## config.mk

```make
export PLATFORM = sky130hd
export DESIGN_NAME = pito_prog_loader_flat
export DESIGN_NICKNAME = d
export VERILOG_FILES = /design/src/rtl/pito_prog_loader_if.sv /design/src/rtl/pito_prog_loader.sv /design/src/flat_wrapper.sv
export SDC_FILE = /design/constraint.sdc
export NUM_CORES = 1
export LEC_CHECK = 0
export ABC_AREA = 1
export CAP_MARGIN = 20
export CORE_AREA = 2 2 82 99
export CTS_CLUSTER_DIAMETER = 80
export DETAILED_ROUTE_END_ITERATION = 12
export DIE_AREA = 0 0 84 101
export PLACE_DENSITY = 0.83
export SKIP_CTS_REPAIR_TIMING = 1
export SYNTH_ARGS = -nofsm -noshare
export SYNTH_HDL_FRONTEND = slang
export SYNTH_SLANG_ARGS = --single-unit
```

## constraint.sdc

```tcl
create_clock -name clk -period 2.4 [get_ports clk]
set_input_delay 0.48 -clock clk [delete_from_list [all_inputs] [get_ports clk]]
set_output_delay 0.48 -clock clk [all_outputs]
set_load 0.02 [all_outputs]
```

## src/rtl/pito_prog_loader_if.sv

```systemverilog
// Loader-facing bundle: host byte stream in, imem write port and core control out.
// The host/bench drives the master side; pito_prog_loader implements the slave side.
interface pito_prog_loader_if #(
    parameter int IMEM_ADDR_W = 10
) ();
    logic                   start;
    logic [7:0]             rx_data;
    logic                   rx_valid;
    logic                   rx_ready;
    logic                   imem_we;
    logic [IMEM_ADDR_W-1:0] imem_addr;
    logic [31:0]            imem_wdata;
    logic                   core_rst;
    logic                   busy;
    logic                   done;
    logic                   err;

    modport master (
        output start, rx_data, rx_valid,
        input  rx_ready, imem_we, imem_addr, imem_wdata, core_rst, busy, done, err
    );

    modport slave (
        input  start, rx_data, rx_valid,
        output rx_ready, imem_we, imem_addr, imem_wdata, core_rst, busy, done, err
    );
endinterface

```

## src/rtl/pito_prog_loader.sv

```systemverilog
// Streams a little-endian program image (word count, payload words) into rv32 imem,
// holding the core in reset until the load completes. PITO_LOADER_CHECKSUM_EN adds a trailing sum check.
module pito_prog_loader #(
    parameter int IMEM_ADDR_W = 10
) (
    input logic               clk,
    input logic               rst,
    pito_prog_loader_if.slave bus
);
    localparam int          IDX_W    = IMEM_ADDR_W + 1;
    localparam logic [31:0] CAPACITY = 32'(1) << IMEM_ADDR_W;

    typedef enum logic [2:0] {
        IDLE    = 3'd0,
        HDR     = 3'd1,
        PAYLOAD = 3'd2,
        FLUSH   = 3'd3,
`ifdef PITO_LOADER_CHECKSUM_EN
        CKSUM   = 3'd4,
`endif
        DONE    = 3'd5,
        ERR     = 3'd6
    } state_t;

    state_t                 state_q, state_d;
    logic [1:0]             byte_cnt_q;
    logic [23:0]            shreg_q;
    logic [IDX_W-1:0]       n_words_q;
    logic [IDX_W-1:0]       word_idx_q;
    logic                   imem_we_q;
    logic [IMEM_ADDR_W-1:0] imem_addr_q;
    logic [31:0]            imem_wdata_q;
`ifdef PITO_LOADER_CHECKSUM_EN
    logic [31:0]            sum_q;
`endif

    logic        rx_ready;
    logic        accept;
    logic        word_done;
    logic        last_word;
    logic        hdr_bad;
    logic        restart;
    logic [31:0] rx_word;

`ifdef PITO_LOADER_CHECKSUM_EN
    assign rx_ready = state_q inside {HDR, PAYLOAD, CKSUM};
`else
    assign rx_ready = state_q inside {HDR, PAYLOAD};
`endif

    // The fourth byte completes a word straight off the bus, so no extra cycle is spent assembling it.
    assign accept    = bus.rx_valid && rx_ready;
    assign word_done = accept && (byte_cnt_q == 2'd3);
    assign rx_word   = {bus.rx_data, shreg_q};
    assign last_word = (word_idx_q == n_words_q - IDX_W'(1));
    assign hdr_bad   = (rx_word == 32'd0) || (rx_word > CAPACITY);
    assign restart   = bus.start && (state_q inside {IDLE, DONE, ERR});

    always_comb begin
        // NOTE: default assigned first so every path drives state_d and no latch is inferred.
        state_d = state_q;
        case (state_q)
            IDLE:    if (bus.start) state_d = HDR;
            HDR:     if (word_done) state_d = hdr_bad ? ERR : PAYLOAD;
            PAYLOAD: if (word_done && last_word) begin
`ifdef PITO_LOADER_CHECKSUM_EN
                state_d = CKSUM;
`else
                state_d = FLUSH;
`endif
            end
            FLUSH:   state_d = DONE;
`ifdef PITO_LOADER_CHECKSUM_EN
            CKSUM:   if (word_done) state_d = (rx_word == sum_q) ? DONE : ERR;
`endif
            DONE:    if (bus.start) state_d = HDR;
            ERR:     if (bus.start) state_d = HDR;
            default: state_d = IDLE;
        endcase
    end

    always_ff @(posedge clk) begin
        if (rst) begin
            state_q      <= IDLE;
            byte_cnt_q   <= '0;
            shreg_q      <= '0;
            n_words_q    <= '0;
            word_idx_q   <= '0;
            imem_we_q    <= 1'b0;
            imem_addr_q  <= '0;
            imem_wdata_q <= '0;
`ifdef PITO_LOADER_CHECKSUM_EN
            sum_q        <= '0;
`endif
        end else begin
            // NOTE: non-blocking throughout so every register samples pre-edge values.
            state_q   <= state_d;
            imem_we_q <= 1'b0;
            if (restart) begin
                byte_cnt_q <= '0;
                word_idx_q <= '0;
`ifdef PITO_LOADER_CHECKSUM_EN
                sum_q      <= '0;
`endif
            end else if (accept) begin
                byte_cnt_q <= byte_cnt_q + 2'd1;
                shreg_q    <= rx_word[31:8];
                if (word_done && state_q == HDR) begin
                    n_words_q <= rx_word[IDX_W-1:0];
                end
                if (word_done && state_q == PAYLOAD) begin
                    imem_we_q    <= 1'b1;
                    imem_addr_q  <= word_idx_q[IMEM_ADDR_W-1:0];
                    imem_wdata_q <= rx_word;
                    word_idx_q   <= word_idx_q + IDX_W'(1);
`ifdef PITO_LOADER_CHECKSUM_EN
                    sum_q        <= sum_q + rx_word;
`endif
                end
            end
        end
    end

    assign bus.rx_ready   = rx_ready;
    assign bus.imem_we    = imem_we_q;
    assign bus.imem_addr  = imem_addr_q;
    assign bus.imem_wdata = imem_wdata_q;
    assign bus.core_rst   = (state_q != DONE);
    assign bus.busy       = rx_ready || (state_q == FLUSH);
    assign bus.done       = (state_q == DONE);
    assign bus.err        = (state_q == ERR);
endmodule

```

## src/flat_wrapper.sv

```systemverilog
// flat-port wrapper written by rule: the top's interface ports become plain ports
module pito_prog_loader_flat 
#(
    parameter int IMEM_ADDR_W = 10
)
  (clk, rst, bus_start, bus_rx_data, bus_rx_valid, bus_rx_ready, bus_imem_we, bus_imem_addr, bus_imem_wdata, bus_core_rst, bus_busy, bus_done, bus_err);
  pito_prog_loader_if #(.IMEM_ADDR_W(IMEM_ADDR_W)) bus_i ();
  input logic clk;
  input logic rst;
  input wire logic [$bits(bus_i.start)-1:0] bus_start;
  input wire logic [$bits(bus_i.rx_data)-1:0] bus_rx_data;
  input wire logic [$bits(bus_i.rx_valid)-1:0] bus_rx_valid;
  output wire logic [$bits(bus_i.rx_ready)-1:0] bus_rx_ready;
  output wire logic [$bits(bus_i.imem_we)-1:0] bus_imem_we;
  output wire logic [$bits(bus_i.imem_addr)-1:0] bus_imem_addr;
  output wire logic [$bits(bus_i.imem_wdata)-1:0] bus_imem_wdata;
  output wire logic [$bits(bus_i.core_rst)-1:0] bus_core_rst;
  output wire logic [$bits(bus_i.busy)-1:0] bus_busy;
  output wire logic [$bits(bus_i.done)-1:0] bus_done;
  output wire logic [$bits(bus_i.err)-1:0] bus_err;
  assign bus_i.start = bus_start;
  assign bus_i.rx_data = bus_rx_data;
  assign bus_i.rx_valid = bus_rx_valid;
  assign bus_rx_ready = bus_i.rx_ready;
  assign bus_imem_we = bus_i.imem_we;
  assign bus_imem_addr = bus_i.imem_addr;
  assign bus_imem_wdata = bus_i.imem_wdata;
  assign bus_core_rst = bus_i.core_rst;
  assign bus_busy = bus_i.busy;
  assign bus_done = bus_i.done;
  assign bus_err = bus_i.err;
  pito_prog_loader #(.IMEM_ADDR_W(IMEM_ADDR_W)) u_core (.clk(clk), .rst(rst), .bus(bus_i));
endmodule
```

==> out/metrics.csv <==
stage,metric,value,unit
critical_path,"slowest stage delay, CP",0.63,ns
run_status,status,"finished, final reports clean",
finish,Inserted Diodes,0,
timing,"Hold Vio Cnt, Final",0,
pwr,Pwr Total,3.50,mW
timing,"Setup violations, final",0,
global_routing,initial antenna violation count,0,
timing,Worst-Margin Slew,0.466,ns
global_routing,GR Overflow Total,0,
route,total number of vias,3654,
placement,gpl congestion,0.971,
floorplanning,die height,101,um
critical_path,Worst setup EP type,primary output,
synth,yosys warns,0,
timing,TNS Setup,0,ns
timing,FMAX,437,MHz
finish,final non-filler cell total,687,
critical_path,CP cell instances,inv_1 -> a21oi_1 -> clkdlybuf4s50_1,
floorplanning,core area,7580,sq um
critical_path,crit-path max FO,7,
timing,crit share post-route,95.4,%
route,vias per cell,5.32,
cts,CTS buffer count,9,
floorplanning,die area,8480,sq um
synth,Mapped Cells,539,
route,DR pass1 iterations,5,
finish,Final Core Density,64.6,%
synth,ys flop type,dfxtp_1,
global_routing,first-pass GRT wire length,16200,um
synth,Async SR Flop Fraction,0,%
route,WL final,9560,um
finish,area delta synth->final,21.4,%
global_routing,gr usage total,23.7,%
finish,final instance area,4890,sq um
cts,clock sink count,94,
route,DR WL/cell,13.9,um
critical_path,CP max stage cell,clkdlybuf4s50_1,
placement,port bufs,59,
route,"antenna viol nets, final",0,
cts,Max clock buf depth,2,
synth,Post-synth EDFFs,0,
synth,post-synth cell types,36,
synth,Yosys reg bits,94,
finish,register area,1880,sq um
critical_path,Crit Path Category,flop to primary output,
critical_path,crit path DAT,1.81,ns
synth,post-synthesis sequential area ratio,46.7,%
synth,"count leader, synth",nand2_1,
finish,fin nets,606,
cts,clk_lat worst skew,0.35,ns
synth,syn_area_per_cell,7.48,sq um
synth,Yosys top cell area share,46.7,%
pwr,Pwr Density,715,nW/um^2
run,number of max-cap violations,0,
route,Iteration-0 DRC Markers,234,
pwr,Pleak,1.96,nW
placement,DP Cell Count,672,
critical_path,Critical Path RT,1.92,ns
cts,CTS root buf,clkbuf_8,
min_path,Min-Delay Path Class,flop to flop,
timing,Final min period,2.29,ns
placement,dpl hpwl,6840,um
floorplanning,Rows,35,
cts,CTS tree,built,
pwr,worst ir drop on vdd,0.000400,V
timing,Rel. slew slack,68.9,%
placement,dpl cell area,4690,sq um
global_routing,largest net degree at the start of global routing,65,
cts,Worst-path clk slew,0.09,ns
route,drc violations,0,
synth,Commonest cells post-synth,"nand2_1, dfxtp_1, a21oi_1",
floorplanning,Ports,60,
critical_path,Startpoint Class,flop,
synth,Post-Syn Area,4030,sq um
timing,fin. max-slew vios,0,
synth,largest area contributor in the netlist,dfxtp_1,
finish,fillers,639,
global_routing,vias in the first global route,3680,
timing,RSZ-0062 raised after global routing,false,
timing,Clock Skew,0.00931,ns
cts,H-tree depth,3,
synth,"Net Count, Synth",554,
floorplanning,Die Width,84,um
synth,"top cells by area, synth","dfxtp_1, a21oi_1, nand2_1",
finish,share of cells above drive strength 1,6.89,%
floorplanning,Initial Util,53.2,%
finish,footprint of the multi-input gates,1820,sq um
## sequential cells by signal, summed over array words and instances (netlist names)
register               count
u_core.byte_cnt_q          2
u_core.bus.imem_we         1
u_core.n_words_q          11
u_core.state_q             3
u_core.bus.imem_addr      10
u_core.word_idx_q         11
u_core.bus.imem_wdata     32
u_core.shreg_q            24
## critical path, delay by kind of cell (launching register included)
kind / cells / cell delay, ns
flops: 1 / 0.50
compound gates: 1 / 0.18
buf+inv: 2 / 0.78
## placed cells by master, fill, tap and decap left out, drive strengths merged
cell type	instances
clkdlybuf4s50	57
dlymetal6s2s	2
inv	60
o21a	1
nand3	30
dfxtp	94
clkinv	1
nor2	53
nand2	104
nand3b	3
nor3	7
bufinv	1
nor4	2
xnor2	6
xor2	3
a31o	1
clkbuf	12
or3	1
a211oi	2
a21oi	74
o21ai	66
clkinvlp	2
ha	3
nand4	5
buf	5
## kinds of logic (layout without fill, tap and decap cells)
group                      count (synthesis)  count (layout)  share of synthesized area (%)
adders and majority gates                  3               3                          0.931
and+or+nand+nor                          205             205                           23.8
AOI/OAI and AO/OA                        144             144                           18.3
DFF                                       94              94                           46.7
buffers and inverters                     84             140                           8.38
xor gates and xnor gates                   9               9                           1.96
## where the power goes
| part | switching, mW | total, mW | internal [mW] |
|---|---|---|---|
| sequential | 0.103 | 1.78 | 1.68 |
| combinational | 0.445 | 0.696 | 0.251 |
| clock | 0.518 | 1.02 | 0.505 |
| total | 1.07 | 3.50 | 2.43 |
## final cells by class
type	instances	area share, %
well taps	92	2.35
clock inverters	3	0.921
clock buffers	12	2.97
flip-flops and latches	94	38.5
repair buffers	64	13.5
inverters	61	4.73
multi-input cells	361	37.1
## per-layer routing
metal	track usage (%)	part of all wire [%]	up-vias
li1	-	-	1870
met1	27.2	41	1653
met2	42.3	51	103
met3	5.00	4.7	28
met4	11.3	3.4	0
met5	0	0	-
## path summary, 6_finish.rpt
check / from / endpoint / slack, ns / cells past startpoint
setup / recovery: u_core.state_q[1] / bus_busy / 0.11 / 3
hold / removal: u_core.bus.imem_addr[9] / u_core.bus.imem_addr[9] / 0.47 / 2
setup reg to reg: u_core.n_words_q[0] / u_core.state_q[0] / 0.30 / 11
hold reg to reg: u_core.bus.imem_addr[9] / u_core.bus.imem_addr[9] / 0.47 / 2
## through the flow
stage               setup slack [ns]  hold WS [ns]
global placement               0.336         0.444
detailed placement             0.265         0.455
floorplan                      0.570         0.436
finish                         0.110         0.468
CTS                          0.00293         0.472
global route                 0.00519         0.491
No activity file was read; power rests on OpenSTA's default activity.
